**config.mk**
```make
export PLATFORM = sky130hd
export DESIGN_NAME = mag_cook_sequencer_flat
export DESIGN_NICKNAME = d
export VERILOG_FILES = /design/src/rtl/mag_cook_sequencer_pkg.sv /design/src/rtl/mag_cook_sequencer_if.sv /design/src/rtl/mag_cook_sequencer_bcd_mmss_down.sv /design/src/rtl/mag_cook_sequencer.sv /design/src/flat_wrapper.sv
export SDC_FILE = /design/constraint.sdc
export NUM_CORES = 1
export LEC_CHECK = 0
export CAP_MARGIN = 15
export CORE_UTILIZATION = 45
export CTS_CLUSTER_DIAMETER = 30
export DETAILED_ROUTE_END_ITERATION = 10
export PLACE_DENSITY = 0.83
export SYNTH_ARGS = -nofsm -noshare
export SYNTH_HDL_FRONTEND = slang
export SYNTH_SLANG_ARGS = --single-unit
```
**constraint.sdc**
```tcl
create_clock -name clk -period 4.05 [get_ports clk]
set_clock_uncertainty 0.1 [all_clocks]
set_input_delay 1.215 -clock clk [delete_from_list [all_inputs] [get_ports clk]]
set_output_delay 1.215 -clock clk [all_outputs]
set_load 0.01 [all_outputs]
```
**src/rtl/mag_cook_sequencer_pkg.sv**
```systemverilog
// Shared types and constants for the magnetron cook sequencer.
// State encoding is also what state_o reports to the display/debug logic.
package mag_seq_pkg;

   typedef enum logic [2:0] {
      IDLE    = 3'd0,
      COOKING = 3'd1,
      PAUSED  = 3'd2,
      DONE    = 3'd3
   } state_t;

   localparam logic [15:0] BCD_ZERO     = 16'h0000;
   localparam logic [15:0] BCD_ONE_SEC  = 16'h0001;
   localparam logic [3:0]  MAX_SEC_TENS = 4'd5;

endpackage

```
**src/rtl/mag_cook_sequencer_if.sv**
```systemverilog
// Keypad/button/door inputs and magnetron/display outputs of the cook sequencer.
// The master side is the keypad/panel; the slave side is the sequencer.
interface mag_cook_sequencer_if;
   logic        startn;
   logic        stopn;
   logic        clearn;
   logic        door_closed;
   logic        key_valid;
   logic [3:0]  key_digit;
   logic        mag_on;
   logic        timer_done;
   logic [15:0] time_bcd;
   logic [2:0]  state_o;

   modport master (
      output startn, stopn, clearn, door_closed, key_valid, key_digit,
      input  mag_on, timer_done, time_bcd, state_o
   );

   modport slave (
      input  startn, stopn, clearn, door_closed, key_valid, key_digit,
      output mag_on, timer_done, time_bcd, state_o
   );
endinterface

```
**src/rtl/mag_cook_sequencer_bcd_mmss_down.sv**
```systemverilog
// BCD mm:ss time register: keypad shift-in with validity check and
// one-second decrement with the seconds-tens digit wrapping at 5.
module bcd_mmss_down
   import mag_seq_pkg::*;
(
   input  logic        clk,
   input  logic        resetn,
   input  logic        clr,
   input  logic        shift_en,
   input  logic [3:0]  digit,
   input  logic        dec_en,
   output logic [15:0] q,
   output logic        is_zero
);

   logic [15:0] r_q;
   logic [15:0] w_dec;
   logic [3:0]  w_borrow;
   logic        w_accept;

   // Current s0 becomes s1 after the shift, so it must be a legal tens digit.
   assign w_accept = shift_en && (digit <= 4'd9) && (r_q[3:0] <= MAX_SEC_TENS);

   assign w_borrow[0] = 1'b1;

   genvar gi;
   generate
      for (gi = 0; gi < 4; gi++) begin : g_digit
         localparam logic [3:0] WRAP = (gi == 1) ? MAX_SEC_TENS : 4'd9;
         logic [3:0] w_d;
         assign w_d = r_q[4*gi +: 4];
         assign w_dec[4*gi +: 4] = !w_borrow[gi] ? w_d :
                                   (w_d == 4'd0) ? WRAP : (w_d - 4'd1);
         if (gi < 3) begin : g_borrow
            assign w_borrow[gi+1] = w_borrow[gi] && (w_d == 4'd0);
         end
      end
   endgenerate

   always_ff @(posedge clk) begin
      if (!resetn) begin
         r_q <= BCD_ZERO;
      end else if (clr) begin
         r_q <= BCD_ZERO;
      end else if (w_accept) begin
         r_q <= {r_q[11:0], digit};
      end else if (dec_en) begin
         r_q <= w_dec;
      end
   end

   assign q       = r_q;
   assign is_zero = (r_q == BCD_ZERO);

endmodule

```
**src/rtl/mag_cook_sequencer.sv**
```systemverilog
// Magnetron cook sequencer: button edge detection, one-second prescaler and
// the IDLE/COOKING/PAUSED/DONE controller driving mag_on and timer_done.
module mag_cook_sequencer
   import mag_seq_pkg::*;
#(
   parameter int TICKS_PER_SEC = 100,
   parameter int PRESC_W       = 7
) (
   input logic                  clk,
   input logic                  resetn,
   mag_cook_sequencer_if.slave  bus
);

   localparam logic [PRESC_W-1:0] PRESC_LAST = PRESC_W'(TICKS_PER_SEC - 1);

   state_t               r_state, w_state_next;
   logic [PRESC_W-1:0]   r_presc, w_presc_next;
   logic                 r_start_prev, r_stop_prev, r_clear_prev, r_door_prev;
   logic                 r_timer_done;
   logic                 w_start_ev, w_stop_ev, w_clear_ev, w_door_fall;
   logic                 w_clr, w_shift_en, w_dec_en, w_is_zero;
   logic [15:0]          w_time;

   assign w_start_ev  = !bus.startn && r_start_prev;
   assign w_stop_ev   = !bus.stopn  && r_stop_prev;
   assign w_clear_ev  = !bus.clearn && r_clear_prev;
   assign w_door_fall = r_door_prev && !bus.door_closed;

   bcd_mmss_down u_time (
      .clk      (clk),
      .resetn   (resetn),
      .clr      (w_clr),
      .shift_en (w_shift_en),
      .digit    (bus.key_digit),
      .dec_en   (w_dec_en),
      .q        (w_time),
      .is_zero  (w_is_zero)
   );

   always_comb begin
      w_state_next = r_state;
      w_presc_next = r_presc;
      w_clr        = 1'b0;
      w_shift_en   = 1'b0;
      w_dec_en     = 1'b0;
      case (r_state)
         IDLE: begin
            if (w_clear_ev) begin
               w_clr        = 1'b1;
               w_presc_next = '0;
            end else begin
               // Start judges the time as it was before any key landing this cycle.
               w_shift_en = bus.key_valid;
               if (w_start_ev && bus.door_closed && !w_is_zero) begin
                  w_state_next = COOKING;
                  w_presc_next = '0;
               end
            end
         end
         COOKING: begin
            if (w_clear_ev) begin
               w_state_next = IDLE;
               w_clr        = 1'b1;
               w_presc_next = '0;
            end else if (!bus.door_closed || w_stop_ev) begin
               w_state_next = PAUSED;
            end else if (r_presc == PRESC_LAST) begin
               w_presc_next = '0;
               w_dec_en     = 1'b1;
               if (w_time == BCD_ONE_SEC) begin
                  w_state_next = DONE;
               end
            end else begin
               w_presc_next = r_presc + 1'b1;
            end
         end
         PAUSED: begin
            if (w_clear_ev || w_stop_ev) begin
               w_state_next = IDLE;
               w_clr        = 1'b1;
               w_presc_next = '0;
            end else if (w_start_ev && bus.door_closed) begin
               w_state_next = COOKING;
            end
         end
         DONE: begin
            if (w_clear_ev || w_stop_ev || w_door_fall) begin
               w_state_next = IDLE;
               w_clr        = 1'b1;
               w_presc_next = '0;
            end
         end
         default: begin
            w_state_next = IDLE;
            w_clr        = 1'b1;
            w_presc_next = '0;
         end
      endcase
   end

   always_ff @(posedge clk) begin
      if (!resetn) begin
         r_state      <= IDLE;
         r_presc      <= '0;
         r_start_prev <= 1'b1;
         r_stop_prev  <= 1'b1;
         r_clear_prev <= 1'b1;
         r_door_prev  <= 1'b0;
         r_timer_done <= 1'b0;
      end else begin
         r_state      <= w_state_next;
         r_presc      <= w_presc_next;
         r_start_prev <= bus.startn;
         r_stop_prev  <= bus.stopn;
         r_clear_prev <= bus.clearn;
         r_door_prev  <= bus.door_closed;
         r_timer_done <= (w_state_next == DONE);
      end
   end

   // Door gating is combinational so an opening door kills the magnetron immediately.
   assign bus.mag_on     = (r_state == COOKING) && bus.door_closed;
   assign bus.timer_done = r_timer_done;
   assign bus.time_bcd   = w_time;
   assign bus.state_o    = r_state;

endmodule

```
**src/flat_wrapper.sv**
```systemverilog
// flat-port wrapper written by rule: the top's interface ports become plain ports
module mag_cook_sequencer_flat import mag_seq_pkg::*;
#(
   parameter int TICKS_PER_SEC = 100,
   parameter int PRESC_W       = 7
)
  (clk, resetn, bus_startn, bus_stopn, bus_clearn, bus_door_closed, bus_key_valid, bus_key_digit, bus_mag_on, bus_timer_done, bus_time_bcd, bus_state_o);
  mag_cook_sequencer_if bus_i ();
  input logic clk;
  input logic resetn;
  input wire logic [$bits(bus_i.startn)-1:0] bus_startn;
  input wire logic [$bits(bus_i.stopn)-1:0] bus_stopn;
  input wire logic [$bits(bus_i.clearn)-1:0] bus_clearn;
  input wire logic [$bits(bus_i.door_closed)-1:0] bus_door_closed;
  input wire logic [$bits(bus_i.key_valid)-1:0] bus_key_valid;
  input wire logic [$bits(bus_i.key_digit)-1:0] bus_key_digit;
  output wire logic [$bits(bus_i.mag_on)-1:0] bus_mag_on;
  output wire logic [$bits(bus_i.timer_done)-1:0] bus_timer_done;
  output wire logic [$bits(bus_i.time_bcd)-1:0] bus_time_bcd;
  output wire logic [$bits(bus_i.state_o)-1:0] bus_state_o;
  assign bus_i.startn = bus_startn;
  assign bus_i.stopn = bus_stopn;
  assign bus_i.clearn = bus_clearn;
  assign bus_i.door_closed = bus_door_closed;
  assign bus_i.key_valid = bus_key_valid;
  assign bus_i.key_digit = bus_key_digit;
  assign bus_mag_on = bus_i.mag_on;
  assign bus_timer_done = bus_i.timer_done;
  assign bus_time_bcd = bus_i.time_bcd;
  assign bus_state_o = bus_i.state_o;
  mag_cook_sequencer #(.TICKS_PER_SEC(TICKS_PER_SEC), .PRESC_W(PRESC_W)) u_core (.clk(clk), .resetn(resetn), .bus(bus_i));
endmodule
```
==> impl_metrics.tcl <==
set metrics [dict create \
    die_h_um 61.8 \
    synth_cell_types 49 \
    final_cell_mix "clkdlybuf4s50_1, dfxtp_1, o21ai_0, a21oi_1, nor2_1" \
    die_area_um2 3820 \
    seq_area_frac_synth_pct 38.5 \
    wire_per_inst_um 13.1 \
    track_usage_pct 21.4 \
    relSlewSlack_pct 54.4 \
    power_density_nw_per_um2 282 \
    antenna_found_initial 0 \
    grt_max_degree 18 \
    cts_tree "built" \
    async_flop_share_pct 0 \
    crit_path_end_kind "output pin" \
    cp.arrival_ps 2450 \
    slew_viol_final 0 \
    drive_gt1_share_pct 8.48 \
    firstDrtPassIters 4 \
    route.detailed.drc 0 \
    status "complete, no violations" \
    cts_setup_buffers 0 \
    worst-path-buf-inv 2 \
    syn_inst 188 \
    power_leakage_nw 0.705 \
    regToRegSetupSlack_ps 1510 \
    ys.flop_type "dfxtp_1" \
    crit_top_cell "clkdlybuf4s50_1" \
    crit_chain "clkdlybuf4s50_1, and4bb_1, clkdlybuf4s50_1" \
    critPathTopFamily "buffers and inverters" \
    dpl.hpwl_mm 2.60 \
    initialDrtViolationCount 127 \
    timing.fmax_mhz 265 \
    synth.top_cell.area_share_pct 38.5 \
    hp-class "flop to flop" \
    antenna_left 0 \
    reg2reg_depth 6 \
    slowest_delay_ps 540 \
    min_from "u_core.r_presc[1]$_SDFFE_PN0P_" \
    whs_path_depth 2 \
    rows 21 \
    cts.sink_count 31 \
    chipWidth_um 61.8 \
    ctsResizeCount 0 \
    nets 235 \
    port_buffers 31 \
    synth_edf_count 0 \
    path_class "input pin to output pin" \
    cts_buffer_depth 2 \
    vias 1510 \
    ys_ff_latch 31 \
    rsz0062_at_grt "no" \
    r2r-start "u_core.u_time.q[2]$_SDFFE_PP0P_" \
    htree_levels 2 \
    ctsHoldBuffers 0 \
    whs_ps 386 \
    grt_pass1_vias 1272 \
    synthTopCellsByArea "dfxtp_1, o21ai_0, a21oi_1, a31oi_1, nand2b_1" \
    pin_count 32 \
    path_clk_slew_ps 90 \
    tightest_slew_ps 678 \
    coreArea_um2 3390 \
    period_share_pct 93.0 \
    ys_warn_count 0 \
    avgSynthCellArea_um2 8.57 \
    yosysTopAreaCell "dfxtp_1" \
    area_growth_pct 26.9 \
    fin_tns_setup_ps 0 \
    setup_violations 0 \
    ir_worst_vdd_mv 0.156 \
    vias_per_cell 5.59 \
    critPathRequiredTime_ps 2730 \
    critPathLaunchType "input pin" \
    r2r_end "u_core.u_time.q[13]$_SDFFE_PP0P_" \
    finalHoldViolCount 0 \
    clk_latency_ps 340 \
    routabilityCongestion 0.807 \
    grt_pass1_wl_mm 5.87 \
    fin_crit_ps 3770 \
    syn_nets 200 \
    maxCapViolations 0 \
    netlist_area_um2 1610 \
    cts_root_buffer "clkbuf_4" \
    antenna_cells 0 \
    worstHoldEndpoint "u_core.r_presc[1]$_SDFFE_PN0P_" \
    start_util_pct 47.5 \
    cts_buffers 5 \
    wl_mm 3.54 \
    fillers 286 \
    worst_path_max_delay_cell "clkdlybuf4s50_1" \
    overflow 0 \
    worstPathMaxFanout 2 \
]
synth_stat cells (all sizes together) (4+ instances only):
cell     n
dfxtp   31
o21ai   20
a21oi   13
nor2    13
nand3   10
a31oi    9
nand2b   8
nand2    7
nor3     7
and3     6
clkbuf   6
inv      5
a211oi   4
nor4     4
per-layer routing:
layer	vias up	GRT usage [%]	routed length (um)
met2	37	32.0	1630
met5	-	0	0
met1	688	28.5	1720
met4	0	12.4	71
met3	8	4.76	127
li1	777	-	-
cells by family (layout without fill, tap and decap cells):
logic type               count (synthesis)  in the layout  synth area share [%]
adder cells (fa/ha/maj)                  1              1                 0.776
multiplexers                             2              2                  1.24
buffers and inverters                   12             48                  3.26
other                                    1              1                 0.233
AO/OA/AOI/OAI                           59             59                  22.7
AND/OR/NAND/NOR                         77             77                  30.6
flip-flops                              31             31                  38.5
XOR/XNOR                                 5              5                  2.72
worst max-delay path by stage:
| stage | slack [ps] | to | depth (start not counted) | startpoint |
|---|---|---|---|---|
| 3_3_place_gp | 280 | bus_mag_on | 3 | bus_door_closed |
| 3_5_place_dp | 290 | bus_mag_on | 3 | bus_door_closed |
| 5_1_grt | 220 | bus_mag_on | 3 | bus_door_closed |
| 6_report | 280 | bus_mag_on | 3 | bus_door_closed |
| 4_1_cts | 280 | bus_mag_on | 3 | bus_door_closed |
| 2_1_floorplan | 970 | u_core.u_time.q[13]$_SDFFE_PP0P_ | 7 | bus_door_closed |
through the flow:
step           setup WS, ps  power, mW  std cells  util, %  area, um^2
2_1_floorplan           969      0.349        188        -        1610
3_3_place_gp            285      0.372        262     58.3        1980
5_1_grt                 215      0.598        270     60.3        2040
4_1_cts                 280      0.579        270     60.3        2040
3_5_place_dp            289      0.373        262     58.3        1980
6_report                283      0.576        270     60.3        2040
where the power goes:
part	switching, mW	internal [mW]
Clock	0.107	0.102
Combinational	0.0262	0.0262
Sequential	0.00474	0.309
final cells by class:
class	count	area, um^2	share of cell area, %
Clock buffer	8	68.8	3.37
Inverter	5	18.8	0.918
Multi-Input combinational cell	145	938	45.9
Sequential cell	31	621	30.4
Tap cell	46	57.6	2.82
Timing Repair Buffer	35	340	16.6
sequential cells by signal (all words and copies together), names as in the netlist:
signal / cells
u_core.r_start_prev: 1
u_core.bus.state_o: 3
u_core.u_time.q: 16
u_core.bus.timer_done: 1
u_core.r_clear_prev: 1
u_core.r_stop_prev: 1
u_core.r_door_prev: 1
u_core.r_presc: 7
worst register-to-register path, delay by kind of cell (launching register included):
kind / cells / cell delay [ps]
AND/OR/NAND/NOR: 5 / 1840
AO/OA/AOI/OAI: 1 / 160
flip-flops: 1 / 390
Note: power is estimated with default switching activity, not from simulation.
==> RTL change 1, RTL diff (same settings) <==
`PRESC_W` is set to 7 in 2 places; all go to 14.
--- a/src/rtl/mag_cook_sequencer.sv
+++ b/src/rtl/mag_cook_sequencer.sv
@@ -6,3 +6,3 @@
    parameter int TICKS_PER_SEC = 100,
-   parameter int PRESC_W       = 7
+   parameter int PRESC_W       = 14
 ) (
--- a/src/flat_wrapper.sv
+++ b/src/flat_wrapper.sv
@@ -4,3 +4,3 @@
    parameter int TICKS_PER_SEC = 100,
-   parameter int PRESC_W       = 7
+   parameter int PRESC_W       = 14
 )
Behaviour: same outputs for any inputs over 10 cycles, from zero or initial values and one cycle with resetn low; that may be too few to reach the edited logic, so the function may still have changed.
==> RTL change 1 against the original RTL <==
Wire length increased by 31%; synthesized area is 26% higher; total power increased by 24%; critical path depth is 1 higher; sequential cell count grew 7; design area grew 21%; setup slack worse by 0.091 ns; first-iteration DRC count grew 37%; largest cell class unchanged; highest routed layer unchanged.
==> RTL change 1: results (changes against the original RTL) <==
| Metric | Value |
|---|---|
| Status | `completed` |
| Largest net degree at the start of global routing | `32 (+14)` |
| WHS Endpoint | `u_core.r_presc[13]` |
| Critical Path AT | `2.54 ns (+0.09 ns)` |
| Clock-net power | `0.272 mW (+30%)` |
| Largest cells by area after synthesis | `dfxtp_1 (37%), o21ai_0 (7.6%), a21oi_1 (5.4%), nor2_1 (4.4%), a31oi_1 (3.4%)` |
| Root buf cell | `clkbuf_8` |
| Worst-Margin Slew | `1.030 ns (+0.3523 ns)` |
| Hold Crit Start | `u_core.r_presc[13]` |
| Gr usage total | `0.2027 (-0.01151)` |
| Placed cell areas | `0.002379 mm² (+20%)` |
| Sequential area share after synthesis | `0.3748 (-0.01025)` |
| Place WS | `0.1952 ns (-0.09335 ns)` |
| Hold depth | `1 (-1)` |
| Dpl cells | `332 (+27%)` |
| M2 GR Usage | `0.3193 (about the same)` |
| Leak | `0.8054 nW (+14%)` |
| Vias in the first global route | `1797 (+41%)` |
| Gpl congestion | `0.8685 (+7.6%)` |
| Syn_nets | `270 (+35%)` |
| R2R Setup Slk | `1.05 ns (-0.46 ns)` |
| RR Endpoint | `u_core.r_presc[9]` |
| First-pass GRT wire length | `8079 µm (+38%)` |
| Commonest cells in the netlist | `dfxtp_1 (38), o21ai_0 (31), nor2_1 (24), a21oi_1 (22), nand2_1 (13)` |
| Iteration-0 DRC Markers | `174 (+37%)` |
==> RTL change 1: cell families after synthesis <==
kind of cell / after synthesis / share of synthesized area
multiplexers: 2 / 0.009865
flip-flops: 38 / 0.3748
AND/OR/NAND/NOR: 109 / 0.3083
XOR/XNOR: 5 / 0.02158
buffers and inverters: 20 / 0.04254
other: 1 / 0.001848
adder cells (fa/ha/maj): 1 / 0.006164
AO/OA/AOI/OAI: 82 / 0.2349
==> RTL change 1: cell type report <==
class | instances | area [µm²]
Sequential cell | 38 | 760.7
Clock buffer | 6 | 82.58
Fill cell | 394 | 1881
Multi-Input combinational cell | 200 | 1182
Timing Repair Buffer | 36 | 347.8
Inverter | 6 | 22.52
Clock inverter | 2 | 12.51
Tap cell | 52 | 65.06
==> RTL change 1: metal layers <==
layer | routed length (µm) | up-vias
met2 | 2190 | 62
met4 | 68 | 0
met3 | 229 | 6
li1 | - | 1013
met1 | 2147 | 942
met5 | 0 | -
==> RTL change 2, RTL diff (same flow settings) <==
Without the edit above. Make the reset (`resetn`) asynchronous in 2 clocked blocks.
--- a/src/rtl/mag_cook_sequencer_bcd_mmss_down.sv
+++ b/src/rtl/mag_cook_sequencer_bcd_mmss_down.sv
@@ -39,3 +39,3 @@
 
-   always_ff @(posedge clk) begin
+   always_ff @(posedge clk or negedge resetn) begin
       if (!resetn) begin
--- a/src/rtl/mag_cook_sequencer.sv
+++ b/src/rtl/mag_cook_sequencer.sv
@@ -100,3 +100,3 @@
 
-   always_ff @(posedge clk) begin
+   always_ff @(posedge clk or negedge resetn) begin
       if (!resetn) begin
Check against the original RTL: differs if resetn is asserted again (counterexample within 4 cycles, from zero or initial values and one cycle with resetn low); with resetn held inactive, the same outputs for 10 cycles.
==> RTL change 2 against the original RTL <==
Sequential share of layout area increased by 2.1 points; synthesized area increased by 19%; total power increased by 23%; sequential cell count unchanged; critical path type unchanged; synthesized cell count increased by 7.4%; count of clock-buffer cells in the layout unchanged; global-route usage increased by 0.70 points; wire length increased by 27%; maximum frequency decreased by 1.7%; setup slack got worse by 0.065 ns; design area increased by 17%; register-to-register slack improved by 0.44 ns.
==> RTL change 2: results (changes against the original RTL) <==
| Metric | Value |
|---|---|
| Ys Warns | `0 (unchanged)` |
| Largest net degree at the start of global routing | `32 (+14)` |
| Gpl congestion | `0.7971 (-1.3%)` |
| Critical path class | `in -> out` |
| H-tree Lvls | `2 (unchanged)` |
| Commonest cells in the netlist | `dfrtp_1 (28), nand2_1 (19), a21oi_1 (12), nor2_1 (11)` |
| Antenna Cells | `0 (unchanged)` |
| Largest cells by area after synthesis | `dfrtp_1 (36%), dfstp_2 (4.1%), nand2_1 (3.7%), a21oi_1 (3.1%), nor2_1 (2.1%)` |
| Max FFs per register | `16 (unchanged)` |
| VDD IR max | `0.1738 mV (+11%)` |
| Count of cell types in the netlist | `65 (+33%)` |
| Worst skew pair latency | `0.29 ns (-0.05 ns)` |
| Leak | `0.9512 nW (+35%)` |
| Root buf cell | `clkbuf_8` |
| Post-CTS sizing | `0 (unchanged)` |
| Largest fanout on the critical path | `4 (+2)` |
| WL/cell | `15.52 µm (+18%)` |
| Dpl cells | `282 (+7.6%)` |
| PortBufs | `31 (unchanged)` |
| Vias in the first global route | `1549 (+22%)` |
| Worst-path clk slew | `0.06 ns (-0.03 ns)` |
| Filler cells | `365 (+28%)` |
| Critical-path top delay cell | `clkdlybuf4s50_1` |
| Layout cells sized above 1 | `0.1375 (+0.05268)` |
| HP Class | `reg -> reg` |
| Syn_nets | `214 (+7.0%)` |
| Status | `completed` |
| Critical Path AT | `2.52 ns (+0.07 ns)` |
| Slew headroom | `0.6469 (+0.1029)` |
| Gr usage total | `0.2213 (+0.007041)` |
| Iteration-0 DRC Markers | `89 (-30%)` |
| Via Count | `1724 (+14%)` |
| First-pass GRT wire length | `7224 µm (+23%)` |
| Avg Inst Size Synth | `9.520 µm² (+11%)` |
| CTS max path bufs | `2 (unchanged)` |
| Initial antenna violation count | `0 (unchanged)` |
| DRT Pass-1 Iters | `4 (unchanged)` |
| Sequential area share after synthesis | `0.4053 (+0.02024)` |
| DP HPWL | `3136 µm (+21%)` |
| Nets | `251 (+6.8%)` |
| Setup bufs post-CTS | `0 (unchanged)` |
| Slowest stage delay, CP | `approximately 0.55 ns` |
| Top Family by Delay on Critical Path | `buffers and inverters` |
| FFs w/ async S/R, synth | `1.000 (+1.000)` |
| Final WL | `4502 µm (+27%)` |
| CTS Buf Count | `5 (unchanged)` |
RTL change 2: cell types whose count changed in the layout (fill, tap and decap cells not counted), moves of 4 or more:
cell / change
dfxtp_1: -31
dfrtp_1: +28
nand2_1: +12
o21ai_0: -8
and2_1: +5
clkbuf_4: -5
clkbuf_8: +5
a211oi_1: -4
nand2b_1: -4
nor3_1: -4
o2bb2ai_1: +4
RTL change 2: final timing paths:
path / startpoint / to / slack [ns] / cells past startpoint
worst max-delay path: bus_door_closed / bus_mag_on / 0.22 / 3
worst min-delay path: u_core.r_presc[1] / u_core.r_presc[1] / 0.44 / 1
worst max register to register: u_core.u_time.q[9] / u_core.bus.timer_done / 1.95 / 5
worst min register to register: u_core.r_presc[1] / u_core.r_presc[1] / 0.44 / 1
max in group asynchronous: resetn / u_core.r_clear_prev / 2.30 / 2
min in group asynchronous: resetn / u_core.u_time.q[14] / 1.22 / 2
RTL change 2: logic make-up after synthesis:
group                    Yosys count  synth area share
AO/OA/AOI/OAI                     61            0.2284
multiplexers                       1          0.005855
AND/OR/NAND/NOR                   92            0.3025
XOR/XNOR                           6           0.02733
buffers and inverters              9           0.02212
adder cells (fa/ha/maj)            1          0.006505
flip-flops                        31            0.4053
other                              1          0.001950
RTL change 2: final cells by class:
class	instances	area (µm²)	share of cell area
Multi-Input combinational cell	162	1101	0.4591
Inverter	4	15.01	0.006260
Sequential cell	31	779.5	0.3250
Clock buffer	8	100.1	0.04173
Timing Repair Buffer	35	340.3	0.1419
Tap cell	50	62.56	0.02608
RTL change 2: per-layer routing:
layer  vias to the layer above  share of wire  global-route usage
met3                         8          0.034             0.05068
li1                        840              -                   -
met1                       839           0.48              0.2981
met5                         -              0                   0
met2                        37           0.47              0.3425
met4                         0          0.020             0.08777
RTL change 2: power breakdown:
group | switching, mW | internal [mW] | leakage, nW
registers | 0.0145 | 0.319 | 0.415
logic | 0.0545 | 0.0486 | 0.484
clock network | 0.116 | 0.155 | 0.0515
total | 0.185 | 0.523 | 0.951
RTL change 2: per-stage QoR:
stage / setup WS (ns) / instance area (µm²)
6_report: 0.2176 / 2399
3_5_place_dp: 0.2316 / 2298
2_1_floorplan: 1.263 / 1923
4_1_cts: 0.2202 / 2399
3_3_place_gp: 0.2140 / 2298
5_1_grt: 0.1955 / 2399
